==> src/rtl/uart_pkg.sv <==
// Shared UART definitions: parity encodings, TX state type, divisor and frame helpers.
package uart_pkg;

  localparam int unsigned PARITY_NONE = 0;
  localparam int unsigned PARITY_ODD  = 1;
  localparam int unsigned PARITY_EVEN = 2;

  typedef enum logic [2:0] {
    ST_IDLE,
    ST_START,
    ST_DATA,
    ST_PAR,
    ST_STOP
  } tx_state_t;

  function automatic int unsigned baud_div(input int unsigned clk_hz,
                                           input int unsigned baud);
    return (clk_hz + baud / 2) / baud;
  endfunction

  function automatic int unsigned frame_cycles(input int unsigned div,
                                               input int unsigned data_bits,
                                               input int unsigned parity,
                                               input int unsigned stop_bits);
    return (1 + data_bits + ((parity != PARITY_NONE) ? 1 : 0) + stop_bits) * div;
  endfunction

endpackage

==> src/rtl/uart_fifo.sv <==
// Synchronous FIFO with asynchronous active-high reset; head word read straight from storage.
module uart_fifo #(
  parameter int unsigned WIDTH = 8,
  parameter int unsigned DEPTH = 4
) (
  input  logic                           clk_i,
  input  logic                           rst_i,
  input  logic                           push,
  input  logic                           pop,
  input  logic [WIDTH-1:0]               din,
  output logic [WIDTH-1:0]               dout,
  output logic                           full,
  output logic                           empty,
  output logic [$clog2(DEPTH+1)-1:0]     count
);

  localparam int unsigned AW = $clog2(DEPTH);
  localparam int unsigned CW = $clog2(DEPTH + 1);

  logic [WIDTH-1:0] mem [DEPTH];
  logic [AW-1:0]    wr_ptr;
  logic [AW-1:0]    rd_ptr;
  logic             do_push;
  logic             do_pop;

  assign do_push = push && !full;
  assign do_pop  = pop && !empty;
  assign full    = (count == CW'(DEPTH));
  assign empty   = (count == '0);
  assign dout    = mem[rd_ptr];

  always_ff @(posedge clk_i or posedge rst_i) begin
    if (rst_i) begin
      wr_ptr <= '0;
      rd_ptr <= '0;
      count  <= '0;
    end else begin
      if (do_push) wr_ptr <= wr_ptr + AW'(1);
      if (do_pop)  rd_ptr <= rd_ptr + AW'(1);
      case ({do_push, do_pop})
        2'b10:   count <= count + CW'(1);
        2'b01:   count <= count - CW'(1);
        default: count <= count;
      endcase
    end
  end

  always_ff @(posedge clk_i) begin
    if (do_push) mem[wr_ptr] <= din;
  end

endmodule

==> src/rtl/uart_tx_fifo.sv <==
// UART transmitter fed by a small byte FIFO; back-to-back frames with no idle gap.
module uart_tx_fifo
  import uart_pkg::*;
#(
  parameter int unsigned CLK_HZ     = 100_000_000,
  parameter int unsigned BAUD       = 9600,
  parameter int unsigned DATA_BITS  = 8,
  parameter int unsigned PARITY     = 0,
  parameter int unsigned STOP_BITS  = 1,
  parameter int unsigned FIFO_DEPTH = 4
) (
  input  logic                                clk_i,
  input  logic                                rst_i,
  input  logic [7:0]                          data_i,
  input  logic                                valid_i,
  output logic                                ready_o,
  output logic                                uart_txd_o,
  output logic                                busy_o,
  output logic [$clog2(FIFO_DEPTH+1)-1:0]     fifo_count_o
);

  localparam int unsigned DIV = baud_div(CLK_HZ, BAUD);
  localparam int unsigned BW  = $clog2(DIV);
  localparam logic [7:0]  DATA_MASK = 8'((16'd1 << DATA_BITS) - 16'd1);

  tx_state_t     state;
  logic [BW-1:0] baud_cnt;
  logic [2:0]    bit_cnt;
  logic [7:0]    shift;
  logic          par_bit;

  logic [7:0]    head;
  logic          head_par;
  logic          fifo_full;
  logic          fifo_empty;
  logic          push;
  logic          pop;
  logic          baud_wrap;
  logic          last_data;
  logic          last_stop;

  assign ready_o   = !fifo_full;
  assign push      = valid_i && ready_o;
  assign baud_wrap = (baud_cnt == BW'(DIV - 1));
  assign last_data = (bit_cnt == 3'(DATA_BITS - 1));
  assign last_stop = (bit_cnt == 3'(STOP_BITS - 1));
  assign head_par  = (PARITY == PARITY_ODD) ? ~(^head) : (^head);
  assign pop       = !fifo_empty &&
                     ((state == ST_IDLE) || (state == ST_STOP && baud_wrap && last_stop));
  assign busy_o    = (state != ST_IDLE) || (fifo_count_o != '0);

  uart_fifo #(
    .WIDTH (8),
    .DEPTH (FIFO_DEPTH)
  ) u_fifo (
    .clk_i (clk_i),
    .rst_i (rst_i),
    .push  (push),
    .pop   (pop),
    .din   (data_i & DATA_MASK),
    .dout  (head),
    .full  (fifo_full),
    .empty (fifo_empty),
    .count (fifo_count_o)
  );

  // Line flop follows the current state, so the wire lags each state change by one edge.
  always_ff @(posedge clk_i or posedge rst_i) begin
    if (rst_i) begin
      state      <= ST_IDLE;
      baud_cnt   <= '0;
      bit_cnt    <= '0;
      shift      <= '0;
      par_bit    <= 1'b0;
      uart_txd_o <= 1'b1;
    end else begin
      unique case (state)
        ST_START: uart_txd_o <= 1'b0;
        ST_DATA:  uart_txd_o <= shift[0];
        ST_PAR:   uart_txd_o <= par_bit;
        default:  uart_txd_o <= 1'b1;
      endcase

      if (state == ST_IDLE || baud_wrap) baud_cnt <= '0;
      else                               baud_cnt <= baud_cnt + BW'(1);

      if (pop) begin
        shift    <= head;
        par_bit  <= head_par;
        bit_cnt  <= '0;
        baud_cnt <= '0;
        state    <= ST_START;
      end else begin
        unique case (state)
          ST_IDLE: state <= ST_IDLE;
          ST_START: begin
            if (baud_wrap) state <= ST_DATA;
          end
          ST_DATA: begin
            if (baud_wrap) begin
              shift <= shift >> 1;
              if (last_data) begin
                bit_cnt <= '0;
                state   <= (PARITY != PARITY_NONE) ? ST_PAR : ST_STOP;
              end else begin
                bit_cnt <= bit_cnt + 3'd1;
              end
            end
          end
          ST_PAR: begin
            if (baud_wrap) state <= ST_STOP;
          end
          ST_STOP: begin
            if (baud_wrap) begin
              if (last_stop) state <= ST_IDLE;
              else           bit_cnt <= bit_cnt + 3'd1;
            end
          end
          default: state <= ST_IDLE;
        endcase
      end
    end
  end

endmodule

==> config.mk <==
export PLATFORM = sky130hd
export DESIGN_NAME = uart_tx_fifo
export DESIGN_NICKNAME = d
export VERILOG_FILES = /design/src/rtl/uart_pkg.sv /design/src/rtl/uart_fifo.sv /design/src/rtl/uart_tx_fifo.sv
export SDC_FILE = /design/constraint.sdc
export NUM_CORES = 1
export LEC_CHECK = 0
export BUFFER_PORTS_ARGS = -buffer_cell sky130_fd_sc_hd__buf_2
export CAP_MARGIN = 20
export CORE_MARGIN = 4
export CORE_UTILIZATION = 30
export CTS_BUF_LIST = sky130_fd_sc_hd__clkbuf_16
export CTS_CLUSTER_SIZE = 30
export DETAILED_ROUTE_END_ITERATION = 7
export PLACE_DENSITY_LB_ADDON = 0.15
export SYNTH_ARGS = -nofsm -noshare
export SYNTH_HDL_FRONTEND = slang
export SYNTH_HIERARCHICAL = 1
export SYNTH_SLANG_ARGS = --single-unit
==> constraint.sdc <==
create_clock -name clk_i -period 9.05 [get_ports clk_i]
set_clock_uncertainty 0.15 [all_clocks]
set_input_delay 1.81 -clock clk_i [delete_from_list [all_inputs] [get_ports clk_i]]
set_output_delay 1.81 -clock clk_i [all_outputs]
set_load 0.1 [all_outputs]
==> flow_metrics.env <==
export IMPL_cap_violations=0
export IMPL_core_area_mm2=0.0104
export IMPL_drv_slew=0
export IMPL_yosysSeqAreaShare=0.589
export IMPL_cts_inserted_buffers=9
export IMPL_io_pins=17
export IMPL_clockBufferDepth=2
export IMPL_vdd_ir_drop_worst_uv=123
export IMPL_setup_violations=0
export IMPL_start_util=0.309
export IMPL_critical_path_depth=3
export IMPL_grt_pass1_vias=1859
export IMPL_post_dp_hpwl_um=3720
export IMPL_antenna_found_initial=0
export IMPL_ant_nets=0
export IMPL_cts_hold_buf=0
export IMPL_relSlewSlack=0.362
export IMPL_combinationalPowerShare=0.314
export IMPL_path_cells="inv_1 -> nand3_1 -> buf_2"
export IMPL_status="finished, final reports clean"
export IMPL_hold_viol=0
export IMPL_synth_ff_type="dfrtp_1"
export IMPL_fill_cells=1045
export IMPL_synth_cell_type_count=47
export IMPL_cts_resized_gates=0
export IMPL_final_common_cell="dfrtp_1"
export IMPL_drive_above_1_share=0.230
export IMPL_setup_tns_ns=0
export IMPL_clock_sinks=69
export IMPL_hold_path_class="reg -> reg"
export IMPL_clock_root_buffer="clkbuf_16"
export IMPL_synth_net_count=259
export IMPL_portBuffers=16
export IMPL_cts_setup_buffers=0
export IMPL_insertion_delay_ns=0.33
export IMPL_drc=0
export IMPL_cpMaxStageDelayCell="dfrtp_1"
export IMPL_wire_per_inst_um=13.9
export IMPL_seq_power_share=0.399
export IMPL_track_usage=0.0968
export IMPL_netSwitchingFraction=0.346
export IMPL_drt_iter0_drc=78
export IMPL_fmax_mhz=288
export IMPL_synth_edff_count=32
export IMPL_internal_power_w=0.000791
export IMPL_rsz0062_at_grt="no"
export IMPL_finalCritPeriodShare=0.383
export IMPL_crit_arrival_ns=1.51
export IMPL_synth_async_reset_ratio=0.536
export IMPL_rows=37
export IMPL_finalWorstPathRequiredPeriod_ns=3.47
export IMPL_worstHoldPathCells=1
export IMPL_crit_type="reg -> out"
export IMPL_grt_pass1_wl_um=9540
export IMPL_nets=282
export IMPL_clkPwrFrac=0.287
export IMPL_die_w_um=111
export IMPL_die_height_um=111
export IMPL_p_per_area_mw_per_mm2=324
export IMPL_slowest_delay_ns=0.51
export IMPL_cp_max_fo=8
export IMPL_yosys_warnings=6
export IMPL_cts_clk_slew_worst_paths_ns=0.06
export IMPL_firstDrtPassIters=4
export IMPL_setup_worst_path_end_class="primary output"
export IMPL_num_vias=1815
export IMPL_rr_worst_depth=12
export IMPL_syn_cell_area_mm2=0.00320
export IMPL_h_tree_depth=3
export IMPL_synth_seq_cells=69
export IMPL_syn_avg_cell_area_um2=13.5
export IMPL_switchingPower_w=0.000419
export IMPL_syn_to_final_growth_pct=16.8
export IMPL_final_cell_mix="dfrtp_1 (36), edfxtp_1 (32), nor2_1 (21), inv_1 (17), buf_2 (16)"
export IMPL_cts_tree="yes"
export IMPL_netlist_instances=237
export IMPL_cpLargestDelayFamily="buffers and inverters"
export IMPL_grt_max_degree=31
export IMPL_worst_pin_slew_ns=0.950
export IMPL_crit_required_ns=7.09
export IMPL_leakagePower_nw=1.54
export IMPL_gp_congestion=0.680
export IMPL_insertedDiodeCount=0
export IMPL_die_area_mm2=0.0124
export IMPL_path_buf_inv=2
export IMPL_routed_wl_um=5550
export IMPL_finalPower_w=0.00121
export IMPL_critPathLaunchType="flip-flop"
export IMPL_grt_overflow=0
export IMPL_routed_via_density=4.53
## final timing paths
path / start / endpoint / slack (ns)
hold reg to reg: shift[5]$_DFFE_PP0P_ / shift[5]$_DFFE_PP0P_ / 0.33
min in group asynchronous: rst_i / u_fifo/count[1]$_DFFE_PP0P_ / 1.26
setup / recovery: state[2]$_DFFE_PP0P_ / busy_o / 5.58
hold / removal: shift[5]$_DFFE_PP0P_ / shift[5]$_DFFE_PP0P_ / 0.33
max in group asynchronous: rst_i / uart_txd_o$_DFF_PP1_ / 7.01
setup reg to reg: baud_cnt[0]$_DFF_PP0_ / u_fifo/count[2]$_DFFE_PP0P_ / 6.06
## stage by stage
stage	setup slack, ns	cell area [um2]	hold slack, ns	cells	util
5_1_grt	5.48	3740	0.343	401	0.361
4_1_cts	5.55	3740	0.337	401	0.361
3_5_place_dp	5.57	3440	0.322	385	0.332
6_report	5.58	3740	0.327	401	0.361
3_3_place_gp	5.59	3440	0.314	385	0.332
2_1_floorplan	5.21	3200	0.300	237	-
## cell usage after synthesis (2+ instances only)
| cell | count | share of area |
|---|---|---|
| clkbuf_1 | 5 | 0.0059 |
| dfrtp_1 | 36 | 0.28 |
| nor2_2 | 2 | 0.0039 |
| o21ai_0 | 4 | 0.0063 |
| mux4_2 | 8 | 0.056 |
| o31ai_1 | 3 | 0.0070 |
| and3_1 | 3 | 0.0059 |
| nand2_1 | 10 | 0.012 |
| a211oi_1 | 2 | 0.0047 |
| inv_1 | 17 | 0.020 |
| nand2b_1 | 3 | 0.0059 |
| ha_1 | 10 | 0.039 |
| a22o_1 | 6 | 0.016 |
| nor2_1 | 21 | 0.025 |
| nand3_1 | 7 | 0.011 |
| xnor2_1 | 13 | 0.036 |
| nor3_1 | 4 | 0.0063 |
| a21o_1 | 6 | 0.014 |
| nand4_1 | 4 | 0.0078 |
| edfxtp_1 | 32 | 0.30 |
| xor2_1 | 12 | 0.033 |
| and2_2 | 4 | 0.0094 |
## layout make-up
| cell class | instances | area, um2 | share of cell area |
|---|---|---|---|
| clock buffer | 9 | 225 | 0.0602 |
| clock inverter | 7 | 73.8 | 0.0197 |
| inverter | 17 | 63.8 | 0.0171 |
| multi-input combinational | 144 | 1220 | 0.325 |
| sequential | 69 | 1890 | 0.505 |
| tap | 136 | 170 | 0.0455 |
| timing repair buffer | 19 | 103 | 0.0274 |
## state kept, by name, indices dropped and copies added (netlist names)
signal	count
u_fifo/mem	32
par_bit	1
shift	8
u_fifo/rd_ptr	2
bit_cnt	3
uart_txd_o	1
state	3
u_fifo/wr_ptr	2
baud_cnt	14
u_fifo/count	3
## kinds of logic after synthesis
group	share of synthesized area
and+or+nand+nor	0.125
AOI/OAI and AO/OA	0.0766
buffers and inverters	0.0309
DFF	0.589
xor gates and xnor gates	0.0684
muxes	0.0641
adders and majority gates	0.0453
## routing by layer
metal / GRT usage / wire length, um / vias to the layer above
li1: - / - / 889
met1: 0.125 / 2540 / 898
met2: 0.153 / 2760 / 21
met3: 0.0277 / 159 / 7
met4: 0.0414 / 90 / 0
met5: 0 / 0 / -
## power groups by stage
stage	Sequential, W	Clock [W]	Combinational (W)
after floorplan	0.000511	0	0.000290
after global placement	0.000493	0	0.000385
after detailed placement	0.000493	0	0.000387
after CTS	0.000487	0.000359	0.000389
after global routing	0.000498	0.000373	0.000418
final	0.000483	0.000348	0.000380
Power figures use the tool's default switching activity.
